## config.mk

```make
export PLATFORM = sky130hd
export DESIGN_NAME = retry_requester
export DESIGN_NICKNAME = d
export VERILOG_FILES = /design/src/rtl/retry_requester.sv
export SDC_FILE = /design/constraint.sdc
export NUM_CORES = 1
export LEC_CHECK = 0
export CAP_MARGIN = 10
export CELL_PAD_IN_SITES_DETAIL_PLACEMENT = 0
export CELL_PAD_IN_SITES_GLOBAL_PLACEMENT = 1
export CORE_MARGIN = 2
export CORE_UTILIZATION = 35
export CTS_CLUSTER_DIAMETER = 80
export DETAILED_ROUTE_END_ITERATION = 6
export PLACE_DENSITY = 0.66
export SETUP_SLACK_MARGIN = 0.1
export SYNTH_ARGS = -nofsm -noshare
export SYNTH_HDL_FRONTEND = slang
export SYNTH_SLANG_ARGS = --single-unit
```

## constraint.sdc

```tcl
create_clock -name clk -period 7.85 [get_ports clk]
set_input_delay 1.57 -clock clk [delete_from_list [all_inputs] [get_ports clk]]
set_output_delay 1.57 -clock clk [all_outputs]
set_load 0.02 [all_outputs]
```

## src/rtl/retry_requester.sv

```systemverilog
// Initiator-side QoS retry agent: issues local commands as retry-allowed requests,
// tracks acks and parked slots, and resends the oldest parked slot on each grant.
module retry_requester #(
  parameter int SRC_NODE_W = 2,
  parameter int NODE_ID    = 0,
  parameter int PAYLD_BW   = 8,
  parameter int OST_NUM    = 4
) (
  input  logic                      clk,
  input  logic                      rst_n,
  input  logic                      vld_cmd_in,
  output logic                      rdy_cmd_in,
  input  logic [3:0]                cmd_qos,
  input  logic [PAYLD_BW-1:0]       cmd_payload,
  output logic                      vld_req_out,
  input  logic                      rdy_req_out,
  output logic                      req_type_out,
  output logic [3:0]                qos_out,
  output logic [SRC_NODE_W-1:0]     src_id_out,
  output logic [PAYLD_BW-1:0]       payload_out,
  input  logic                      vld_ack_in,
  input  logic                      ack_retry,
  input  logic                      vld_grant_in,
  output logic                      rdy_grant_in,
  input  logic [3:0]                grant_des_id,
  output logic                      done_pulse,
  output logic [$clog2(OST_NUM):0]  ost_cnt,
  output logic                      err_ack,
  output logic                      err_grant
);

  localparam int IW = $clog2(OST_NUM);
  localparam int CW = IW + 1;
  localparam logic [IW:0] PTR_ONE = 1;

  localparam logic [2:0] ST_FREE        = 3'd0;
  localparam logic [2:0] ST_PEND_ISSUE  = 3'd1;
  localparam logic [2:0] ST_WAIT_ACK    = 3'd2;
  localparam logic [2:0] ST_PARKED      = 3'd3;
  localparam logic [2:0] ST_PEND_RESEND = 3'd4;

  logic [2:0]          r_state   [OST_NUM];
  logic [3:0]          r_qos     [OST_NUM];
  logic [PAYLD_BW-1:0] r_payload [OST_NUM];
  logic [OST_NUM-1:0]  r_rtype;

  logic [IW-1:0] r_ackq [OST_NUM];
  logic [IW-1:0] r_pkq  [OST_NUM];
  logic [IW-1:0] r_rsq  [OST_NUM];
  logic [IW:0]   r_ackq_wp, r_ackq_rp, r_pkq_wp, r_pkq_rp, r_rsq_wp, r_rsq_rp;

  logic                r_init;
  logic                r_pi_vld;
  logic [IW-1:0]       r_pi_idx;
  logic                r_vld;
  logic                r_out_rt;
  logic [3:0]          r_out_qos;
  logic [PAYLD_BW-1:0] r_out_pl;
  logic [IW-1:0]       r_out_idx;
  logic                r_done;
  logic [CW-1:0]       r_cnt;
  logic                r_err_ack;
  logic                r_err_grant;

  logic          w_ack_empty, w_pk_empty, w_rs_empty;
  logic [IW-1:0] w_ack_head, w_pk_head, w_rs_head;
  logic          w_free_any, w_pi_any;
  logic [IW-1:0] w_free_idx;
  logic          w_cmd_hs, w_req_hs, w_out_free;
  logic          w_ld_rs, w_ld_pi, w_ld_cmd;
  logic          w_ack_do, w_ack_free, w_ack_park, w_ack_bad, w_ack_orphan;
  logic          w_gnt_match, w_gnt_pop, w_gnt_byp, w_gnt_err, w_gnt_do;
  logic [IW-1:0] w_gnt_idx;
  logic          w_pk_push;
  logic [2:0]    w_state_nxt [OST_NUM];
  logic [CW-1:0] w_cnt_nxt;
  logic          w_unused_des;

  assign w_ack_empty = (r_ackq_wp == r_ackq_rp);
  assign w_pk_empty  = (r_pkq_wp == r_pkq_rp);
  assign w_rs_empty  = (r_rsq_wp == r_rsq_rp);
  assign w_ack_head  = r_ackq[r_ackq_rp[IW-1:0]];
  assign w_pk_head   = r_pkq[r_pkq_rp[IW-1:0]];
  assign w_rs_head   = r_rsq[r_rsq_rp[IW-1:0]];

  always_comb begin
    w_free_any = 1'b0;
    w_free_idx = '0;
    w_pi_any   = 1'b0;
    for (int unsigned i = 0; i < OST_NUM; i++) begin
      if (r_state[OST_NUM-1-i] == ST_FREE) begin
        w_free_any = 1'b1;
        w_free_idx = IW'(OST_NUM-1-i);
      end
      if (r_state[i] == ST_PEND_ISSUE) w_pi_any = 1'b1;
    end
  end

  assign rdy_cmd_in = r_init && w_free_any && !w_pi_any;
  assign w_cmd_hs   = vld_cmd_in && rdy_cmd_in;
  assign w_req_hs   = r_vld && rdy_req_out;
  assign w_out_free = !r_vld || rdy_req_out;

  // Resends win; a fresh command bypasses the slot table straight into the output register.
  assign w_ld_rs  = w_out_free && !w_rs_empty;
  assign w_ld_pi  = w_out_free && w_rs_empty && r_pi_vld;
  assign w_ld_cmd = w_out_free && w_rs_empty && !r_pi_vld && w_cmd_hs;

  assign w_ack_do     = vld_ack_in && !w_ack_empty;
  assign w_ack_orphan = vld_ack_in && w_ack_empty;
  assign w_ack_free   = w_ack_do && !ack_retry;
  assign w_ack_park   = w_ack_do && ack_retry && r_rtype[w_ack_head];
  assign w_ack_bad    = w_ack_do && ack_retry && !r_rtype[w_ack_head];

  assign w_gnt_match = vld_grant_in && (grant_des_id[SRC_NODE_W-1:0] == SRC_NODE_W'(NODE_ID));
  assign w_gnt_pop   = w_gnt_match && !w_pk_empty;
  // A slot parked this very cycle satisfies a grant that finds the park FIFO empty.
  assign w_gnt_byp   = w_gnt_match && w_pk_empty && w_ack_park;
  assign w_gnt_err   = w_gnt_match && w_pk_empty && !w_ack_park;
  assign w_gnt_do    = w_gnt_pop || w_gnt_byp;
  assign w_gnt_idx   = w_gnt_byp ? w_ack_head : w_pk_head;
  assign w_pk_push   = w_ack_park && !w_gnt_byp;

  always_comb begin
    w_cnt_nxt = '0;
    for (int unsigned i = 0; i < OST_NUM; i++) begin
      w_state_nxt[i] = r_state[i];
      if (w_cmd_hs && (w_free_idx == IW'(i))) w_state_nxt[i] = ST_PEND_ISSUE;
      if (w_req_hs && (r_out_idx == IW'(i)))  w_state_nxt[i] = ST_WAIT_ACK;
      if (w_ack_do && (w_ack_head == IW'(i))) w_state_nxt[i] = w_ack_park ? ST_PARKED : ST_FREE;
      if (w_gnt_do && (w_gnt_idx == IW'(i)))  w_state_nxt[i] = ST_PEND_RESEND;
      if (w_state_nxt[i] != ST_FREE) w_cnt_nxt = w_cnt_nxt + CW'(1);
    end
  end

  always_ff @(posedge clk or negedge rst_n) begin
    if (!rst_n) begin
      r_init <= 1'b0;
      for (int unsigned i = 0; i < OST_NUM; i++) begin
        r_state[i]   <= ST_FREE;
        r_qos[i]     <= '0;
        r_payload[i] <= '0;
        r_ackq[i]    <= '0;
        r_pkq[i]     <= '0;
        r_rsq[i]     <= '0;
      end
      r_rtype     <= '0;
      r_ackq_wp   <= '0;
      r_ackq_rp   <= '0;
      r_pkq_wp    <= '0;
      r_pkq_rp    <= '0;
      r_rsq_wp    <= '0;
      r_rsq_rp    <= '0;
      r_pi_vld    <= 1'b0;
      r_pi_idx    <= '0;
      r_vld       <= 1'b0;
      r_out_rt    <= 1'b0;
      r_out_qos   <= '0;
      r_out_pl    <= '0;
      r_out_idx   <= '0;
      r_done      <= 1'b0;
      r_cnt       <= '0;
      r_err_ack   <= 1'b0;
      r_err_grant <= 1'b0;
    end else begin
      r_init <= 1'b1;
      for (int unsigned i = 0; i < OST_NUM; i++) r_state[i] <= w_state_nxt[i];

      if (w_cmd_hs) begin
        r_qos[w_free_idx]     <= cmd_qos;
        r_payload[w_free_idx] <= cmd_payload;
        r_rtype[w_free_idx]   <= 1'b1;
      end
      if (w_gnt_do) r_rtype[w_gnt_idx] <= 1'b0;

      if (w_req_hs) begin
        r_ackq[r_ackq_wp[IW-1:0]] <= r_out_idx;
        r_ackq_wp <= r_ackq_wp + PTR_ONE;
      end
      if (w_ack_do) r_ackq_rp <= r_ackq_rp + PTR_ONE;

      if (w_pk_push) begin
        r_pkq[r_pkq_wp[IW-1:0]] <= w_ack_head;
        r_pkq_wp <= r_pkq_wp + PTR_ONE;
      end
      if (w_gnt_pop) r_pkq_rp <= r_pkq_rp + PTR_ONE;

      if (w_gnt_do) begin
        r_rsq[r_rsq_wp[IW-1:0]] <= w_gnt_idx;
        r_rsq_wp <= r_rsq_wp + PTR_ONE;
      end
      if (w_ld_rs) r_rsq_rp <= r_rsq_rp + PTR_ONE;

      if (w_cmd_hs && !w_ld_cmd) begin
        r_pi_vld <= 1'b1;
        r_pi_idx <= w_free_idx;
      end else if (w_ld_pi) begin
        r_pi_vld <= 1'b0;
      end

      if (w_ld_rs) begin
        r_vld     <= 1'b1;
        r_out_rt  <= 1'b0;
        r_out_qos <= r_qos[w_rs_head];
        r_out_pl  <= r_payload[w_rs_head];
        r_out_idx <= w_rs_head;
      end else if (w_ld_pi) begin
        r_vld     <= 1'b1;
        r_out_rt  <= 1'b1;
        r_out_qos <= r_qos[r_pi_idx];
        r_out_pl  <= r_payload[r_pi_idx];
        r_out_idx <= r_pi_idx;
      end else if (w_ld_cmd) begin
        r_vld     <= 1'b1;
        r_out_rt  <= 1'b1;
        r_out_qos <= cmd_qos;
        r_out_pl  <= cmd_payload;
        r_out_idx <= w_free_idx;
      end else if (w_req_hs) begin
        r_vld <= 1'b0;
      end

      r_done      <= w_ack_free;
      r_cnt       <= w_cnt_nxt;
      r_err_ack   <= r_err_ack | w_ack_bad | w_ack_orphan;
      r_err_grant <= r_err_grant | w_gnt_err;
    end
  end

  assign w_unused_des = ^grant_des_id;

  assign vld_req_out  = r_vld;
  assign req_type_out = r_out_rt;
  assign qos_out      = r_out_qos;
  assign payload_out  = r_out_pl;
  assign src_id_out   = SRC_NODE_W'(NODE_ID);
  assign rdy_grant_in = 1'b1;
  assign done_pulse   = r_done;
  assign ost_cnt      = r_cnt;
  assign err_ack      = r_err_ack;
  assign err_grant    = r_err_grant;

endmodule

```

==> implementation parameters, run 1 <==
Parameter                              Value

Layout
  Filler cells ... about 1800
  Antenna diode count ... 0
  Highest-count cells in the layout ignoring fill and taps ... dfrtp_1, mux2_2, nand2_1
  Most frequent standard cell in the layout excluding fill and tap cells ... dfrtp_1
  Share of the core filled with cells in the final layout ... between 40% and 50%
  Post-layout instance area ... approximately 8000 um2
  Net total in the final layout ... 626
  Synth-to-Final Area Change ... 18.4%
  Share of final-layout standard cells stronger than drive strength 1 ... 29.6%

Clock network
  TritonCTS clock tree ... built
  Maximum buffer depth of the clock tree ... 2
  Post-CTS Hold Buffers ... 0
  H-tree levels ... 4
  CTS sink count ... about 130
  Root buffer selected by CTS ... clkbuf_16
  Later-pin clock latency in the skew report ... between 400 and 500 ps
  Number of setup buffers added after CTS ... 0
  Clk pin slew, worst setup/hold paths ... ~60 ps
  Number of resized instances in the post-cts repair step ... 0
  Number of CTS-inserted buffers ... 17

STA
  Maximum clock rate ... ~0.21 GHz
  RSZ-0062 raised after global routing ... no
  Fraction of the cycle the final worst path needs ... 61.2%
  Pin slew with the least headroom to its limit ... about 1100 ps
  Clock skew after layout ... 11.1 ps
  Relative slew slack ... 24.8%
  Final Hold Violating Endpoints ... 0
  Setup Viol. Count Final ... 0
  Total negative slack for setup checks ... 0 ps
  Post-route minimum period ... 4800 ps
  Count of final max-slew check failures ... 0

GRT
  Remaining Overflow, GRT ... 0
  First-pass GRT wire length ... roughly 26 mm
  Largest net degree at the start of global routing ... between 70 and 80
  Vias in the first global route ... approximately 5000
  Initial antenna violation count ... 0
  GR Util All Layers ... between 10% and 20%

Detailed routing
  Number of nets still failing antenna checks after routing ... 0
  Post-detailed-route wirelength per cell ... 17.7 um
  Total via count in the routed design ... roughly 4500
  Final wirelength ... 15.3 mm
  Violation count after the first detailed-route iteration ... around 230
  Total iterations of the first detailed-routing run ... 4
  DRC violation count after routing ... 0
  Number of vias per cell ... just over 5

Min path
  Sink of the worst hold path ... err_ack$_DFF_PN0_
  Hold Path Stages ... 1
  Type of the tightest min-delay check ... flop to flop
  Hold path start ... err_ack$_DFF_PN0_

Synth
  Avg Inst Size Synth ... 12.8 um2
  Main area contributors after synthesis ... dfrtp_1, mux2_2, mux4_2
  Post-Syn Area ... roughly 7000 um2
  Dominant register cell in the synthesized netlist ... dfrtp_1
  Async set-or-reset flop fraction in the synthesized netlist ... between 90% and 100%
  Number of register bits inferred by synthesis ... between 100 and 150
  Yosys top cell area share ... between 40% and 50%
  Register area share after synthesis ... between 40% and 50%
  YS warnings ... 0
  Number of instances in the synthesized netlist ... between 500 and 600
  Number of flops mapped to enable cells by yosys ... 0
  Distinct cell type count after synthesis ... 66
  Most area-hungry cell type in the Yosys netlist ... dfrtp_1

Critical path
  Ordered list of cells on the worst path ... clkdlybuf4s50_1, nor3b_1, nor4b_4, nand4_4, or2_1, a21oi_2, nor2_1, ha_1, o2bb2ai_1, a211oi_2, ha_1, o21a_1, a31o_2
  Top delay family on crit path ... simple AND/OR/NAND/NOR gates
  Worst Reg2Reg Path Length in Cells ... 12
  Cell with the largest stage delay on the worst path ... nor4b_4
  Path type of the worst setup path ... primary input to flop
  Worst r2r dst ... ost_cnt[1]$_DFF_PN0_
  Buffer and inverter count on the worst path ... 1
  Worst-case register-to-register setup slack ... 3730 ps
  Most common cell on crit path ... ha_1
  CP Launch Type ... primary input
  Critical Path Fanout Max ... 6
  Endpoint required time on the critical path ... approximately 8200 ps
  Arrival time of the worst setup path ... just over 5000 ps
  Maximum single-stage delay on the critical path ... 500 ps
  Beginning of the critical path ... vld_grant_in
  Kind of end point of the critical path ... flop
  Crit Reg-Reg Startpoint ... r_ackq_rp[0]$_DFFE_PN0N_

Place
  Post-DP HPWL ... roughly 10 mm
  Area after DPL ... 7620 um2
  Quantity of I/O buffers inserted on ports ... 41
  Routability congestion estimate from global placement ... ~0.78

Outcome
  Outcome ... completed

Floorplan
  Effective utilization at floorplan ... 35.8%
  Placement row count ... between 50 and 60
  Overall die area ... between 20000 and 25000 um2
  Height of the die ... 145 um
  I/O pin cnt ... 47
  Core Box Area ... between 15000 and 20000 um2
  Horiz. Die Dim ... ~140 um

Power and ir drop
  Max IR drop VDD ... ~0.18 mV
  P_leak ... about 3.5 nW
  Power density over the cells ... roughly 310 nW/um2
  Pwr Total ... ~2.6 mW

Flow run
  Number of violations of the max-capacitance limit ... 0
## synthesized netlist by cell type (3+ instances only)
cell / count
a21o_1: 3
a21oi_1: 7
and2_1: 3
buf_2: 7
buf_4: 5
clkbuf_1: 13
dfrtp_1: 132
ha_1: 18
inv_1: 16
mux2_2: 89
mux2i_1: 14
mux4_2: 30
nand2_1: 44
nand2b_1: 3
nand3_1: 3
nand3b_1: 3
nand4_1: 3
nor2_1: 22
nor2b_1: 4
nor3_1: 9
o21ai_0: 26
or2_1: 3
or3_1: 7
or3b_2: 4
xnor2_1: 11
xor2_1: 12
## metrics by stage
stage | setup slack, ps | instances | hold WS (ps)
3_5_place_dp | 2550 | 831 | 448
4_1_cts | 3000 | 863 | 467
2_1_floorplan | 3420 | 546 | 460
6_report | 3050 | 863 | 458
5_1_grt | 2720 | 863 | 475
3_3_place_gp | 2670 | 831 | 441
## cell families (layout without fill, tap and decap cells)
| family | count (synthesis) | count (layout) | synth area share, % |
|---|---|---|---|
| multiplexers | 136 | 136 | 26.9 |
| flip-flops | 132 | 132 | 47.5 |
| AND/OR/NAND/NOR | 122 | 122 | 9.64 |
| AO/OA/AOI/OAI | 69 | 69 | 6.96 |
| buffers and inverters | 41 | 93 | 2.61 |
| XOR/XNOR | 23 | 23 | 2.90 |
| adder cells (fa/ha/maj) | 19 | 19 | 3.38 |
| other | 2 | 4 | 0.108 |
## worst reg2reg max path: cells and delay by family, from the launching register on
family	cells	cell delay, ps
muxes	2	1310
AOI/OAI and AO/OA	5	1020
adders and majority gates	2	630
and+or+nand+nor	3	560
DFF	1	490
## routing by layer
metal,vias to the layer above,wire length [um],GRT usage [%]
li1,2068,-,-
met5,-,0,0
met3,19,524,3.43
met2,84,7420,25.6
met1,2295,7100,20.1
met4,0,215,5.45
## area by class of cell
cell class              instances  area, um2  share of cell area, %
repair buffers                 45        438                   5.32
multi-input cells             373       3490                   42.4
well taps                     265        332                   4.03
clock inverters                13        171                   2.08
inverters                      16       60.1                  0.729
flip-flops and latches        132       3300                   40.1
clock buffers                  19        443                   5.38
## state kept, by name (all words and copies together), names as in the netlist, 2 cells and up
name,count
r_pi_idx,2
r_pkq_wp,3
r_rtype,4
r_rsq,8
r_pkq_rp,3
r_ackq_rp,3
payload_out,8
r_ackq,8
r_out_idx,2
ost_cnt,3
r_ackq_wp,3
r_pkq,8
r_rsq_wp,3
r_state,12
r_rsq_rp,3
r_qos,16
qos_out,4
r_payload,32
## how the worst max path moves through the flow
| stage | endpoint | cells past startpoint | slack [ps] |
|---|---|---|---|
| after CTS | ost_cnt[1]$_DFF_PN0_ | 13 | 3000 |
| final | ost_cnt[1]$_DFF_PN0_ | 13 | 3050 |
| after global routing | ost_cnt[1]$_DFF_PN0_ | 14 | 2720 |
| after detailed placement | ost_cnt[1]$_DFF_PN0_ | 13 | 2550 |
| after global placement | ost_cnt[1]$_DFF_PN0_ | 13 | 2670 |
| after floorplan | ost_cnt[1]$_DFF_PN0_ | 12 | 3420 |
## power by group
part,switching (mW),leakage [nW],internal [mW]
clock,0.314,0.295,0.513
combinational,0.414,1.54,0.400
sequential,0.126,1.68,0.826
Power figures use the tool's default switching activity.
==> run 2: changes to the inputs <==
clock period = 4.5 ns   (was 7.85 ns; I/O delays follow)
==> run 2 against run 1 <==
Non-clock buffer count increased by 11. Critical path type is now flop to flop. Sequential cell count unchanged. Die area unchanged. Global-route usage decreased by 0.25 points.
==> implementation parameters, run 2 (synthesized netlist as in run 1, its figures left out) <==
Parameter                              Value

Detailed routing
  Total iterations of the first detailed-routing run ... 6
  Final wirelength ... 15.3 mm
  Number of nets still failing antenna checks after routing ... 0
  Violation count after the first detailed-route iteration ... 230
  Number of vias per cell ... 5.14
  DRC violation count after routing ... 0
  Total via count in the routed design ... 4493
  Post-detailed-route wirelength per cell ... ~17 um

STA
  Count of final max-slew check failures ... 0
  Final Hold Violating Endpoints ... 0
  Setup Viol. Count Final ... 0
  Total negative slack for setup checks ... 0 ps
  Pin slew with the least headroom to its limit ... approximately 1100 ps
  Relative slew slack ... ~28%
  RSZ-0062 raised after global routing ... no
  Maximum clock rate ... between 0.2 and 0.3 GHz
  Post-route minimum period ... a little under 4000 ps
  Clock skew after layout ... between 9 and 10 ps
  Fraction of the cycle the final worst path needs ... 88.2%

Critical path
  Crit Reg-Reg Startpoint ... r_ackq_rp[0]$_DFFE_PN0N_
  Worst r2r dst ... ost_cnt[1]$_DFF_PN0_
  Critical Path Fanout Max ... 14
  Worst setup path endpoint ... ost_cnt[1]$_DFF_PN0_
  Worst Reg2Reg Path Length in Cells ... 12
  Arrival time of the worst setup path ... 4280 ps
  Path type of the worst setup path ... flop to flop
  Worst-case register-to-register setup slack ... approximately 530 ps
  Beginning of the critical path ... r_ackq_rp[0]$_DFFE_PN0N_
  Endpoint required time on the critical path ... 4810 ps
  Kind of end point of the critical path ... flop
  CP Launch Type ... flop

GRT
  Met3 usage ... around 3.6%
  Largest net degree at the start of global routing ... between 80 and 90
  Met1 track demand over resource in global routing ... around 20%
  Remaining Overflow, GRT ... 0
  GR Util All Layers ... between 10% and 20%
  GRT busiest layer ... met2
  First-pass GRT wire length ... ~25 mm
  Vias in the first global route ... a little under 5000
  Initial antenna violation count ... 0
  Met2 demand-to-capacity share in global routing ... between 20% and 30%

Layout
  Flip-flop count of the largest register, all copies and words added ... 32
  Top flop regs ... r_payload: 32 flops, r_qos: 16 flops, r_state: 12 flops
  Reg with most FFs ... r_payload
  Synth-to-Final Area Change ... 19.0%
  Highest-count cells in the layout ignoring fill and taps ... dfrtp_1, mux2_2, nand2_1
  Multi-input logic area ... 3490 um2
  Filler cells ... around 1800
  Share of final-layout standard cells stronger than drive strength 1 ... roughly 30%
  Flip-flop and latch area ... about 3300 um2
  Antenna diode count ... 0
  Most frequent standard cell in the layout excluding fill and tap cells ... dfrtp_1
  Net total in the final layout ... around 640
  Post-layout instance area ... roughly 8300 um2

Min path
  Type of the tightest min-delay check ... flop to flop
  Hold path start ... err_ack$_DFF_PN0_

Floorplan
  Overall die area ... 21000 um2
  Height of the die ... roughly 140 um
  Effective utilization at floorplan ... 35.8%
  Horiz. Die Dim ... between 100 and 150 um
  I/O pin cnt ... 47
  Placement row count ... 51
  Core Box Area ... between 15000 and 20000 um2

Clock network
  Number of resized instances in the post-cts repair step ... 0
  H-tree levels ... 4
  Number of CTS-inserted buffers ... 17
  Root buffer selected by CTS ... clkbuf_16
  Maximum buffer depth of the clock tree ... 2
  Number of setup buffers added after CTS ... 0
  Later-pin clock latency in the skew report ... 420 ps
  TritonCTS clock tree ... built
  CTS sink count ... about 130
  Post-CTS Hold Buffers ... 0
  Clk pin slew, worst setup/hold paths ... around 60 ps

Place
  Post-DP HPWL ... ~10 mm
  Area after DPL ... 7700 um2
  Routability congestion estimate from global placement ... a little over 0.8
  Quantity of I/O buffers inserted on ports ... 41

Flow run
  Number of violations of the max-capacitance limit ... 0

Outcome
  Outcome ... completed

Power and ir drop
  Power density over the cells ... roughly 540 nW/um2
  P_leak ... 3.55 nW
  Pwr Total ... ~4.4 mW
  Max IR drop VDD ... just over 0.3 mV
[run 2: changes by cell type in the layout (fill, tap and decap cells not counted)]
cell | before | now
clkinvlp_4 | 2 | 3
buf_4 | 5 | 16
inv_6 | 4 | 1
clkinv_2 | 1 | 5
bufinv_16 | 3 | 2
clkinv_4 | 3 | 2
[run 2: metrics by stage]
| stage | utilization [%] | worst slack, ps | std cells | hold slack (ps) |
|---|---|---|---|---|
| 3_5_place_dp | 39.6 | 303 | 842 | 454 |
| 6_report | 42.5 | 529 | 874 | 462 |
| 4_1_cts | 42.5 | 483 | 874 | 468 |
| 3_3_place_gp | 39.6 | 330 | 842 | 442 |
| 2_1_floorplan | - | 742 | 546 | 460 |
| 5_1_grt | 42.5 | 264 | 874 | 491 |
[run 2: power by group]
| group | switching (mW) | internal (mW) | total (mW) |
|---|---|---|---|
| clock | 0.527 | 0.827 | 1.35 |
| combinational | 0.719 | 0.706 | 1.42 |
| sequential | 0.223 | 1.44 | 1.66 |
[run 2: critical path: stages (launching register included)]
cell and delay (ps):
dfrtp_1 490, mux4_1 880, inv_1 300, nand4b_1 250
o31ai_1 240, o32a_1 270, nor2_1 60, ha_1 350
o2bb2ai_1 160, a211oi_2 270, ha_1 280, o21a_1 100
a31o_2 200
[run 2: per-layer routing]
layer / share of wire, % / routed length [um]
met5: 0 / 0
met1: 47 / 7110
met3: 3.2 / 488
met2: 50 / 7580
met4: 0.69 / 106
[run 2: area by class of cell]
class | instances | share of cell area, %
clock buffer | 19 | 5.35
tap | 265 | 4.00
multi-input combinational | 373 | 42.1
inverter | 16 | 0.725
sequential | 132 | 39.9
timing repair buffer | 56 | 6.29
clock inverter | 13 | 1.62
[run 2: worst min path at each step]
stage / endpoint / slack, ps / cells after the start
finish: err_ack$_DFF_PN0_ / 460 / 1
CTS: err_ack$_DFF_PN0_ / 470 / 1
detailed placement: err_ack$_DFF_PN0_ / 450 / 1
global placement: err_ack$_DFF_PN0_ / 440 / 1
floorplan: r_pkq_wp[2]$_DFFE_PN0P_ / 460 / 1
global route: err_ack$_DFF_PN0_ / 490 / 1
==> run 3: changes to the inputs <==
ABC_CLOCK_PERIOD_IN_PS = 4500   (was unset)
==> results of run 3 <==
Same layout as run 2: the final DEF is identical, and so are final timing and power.
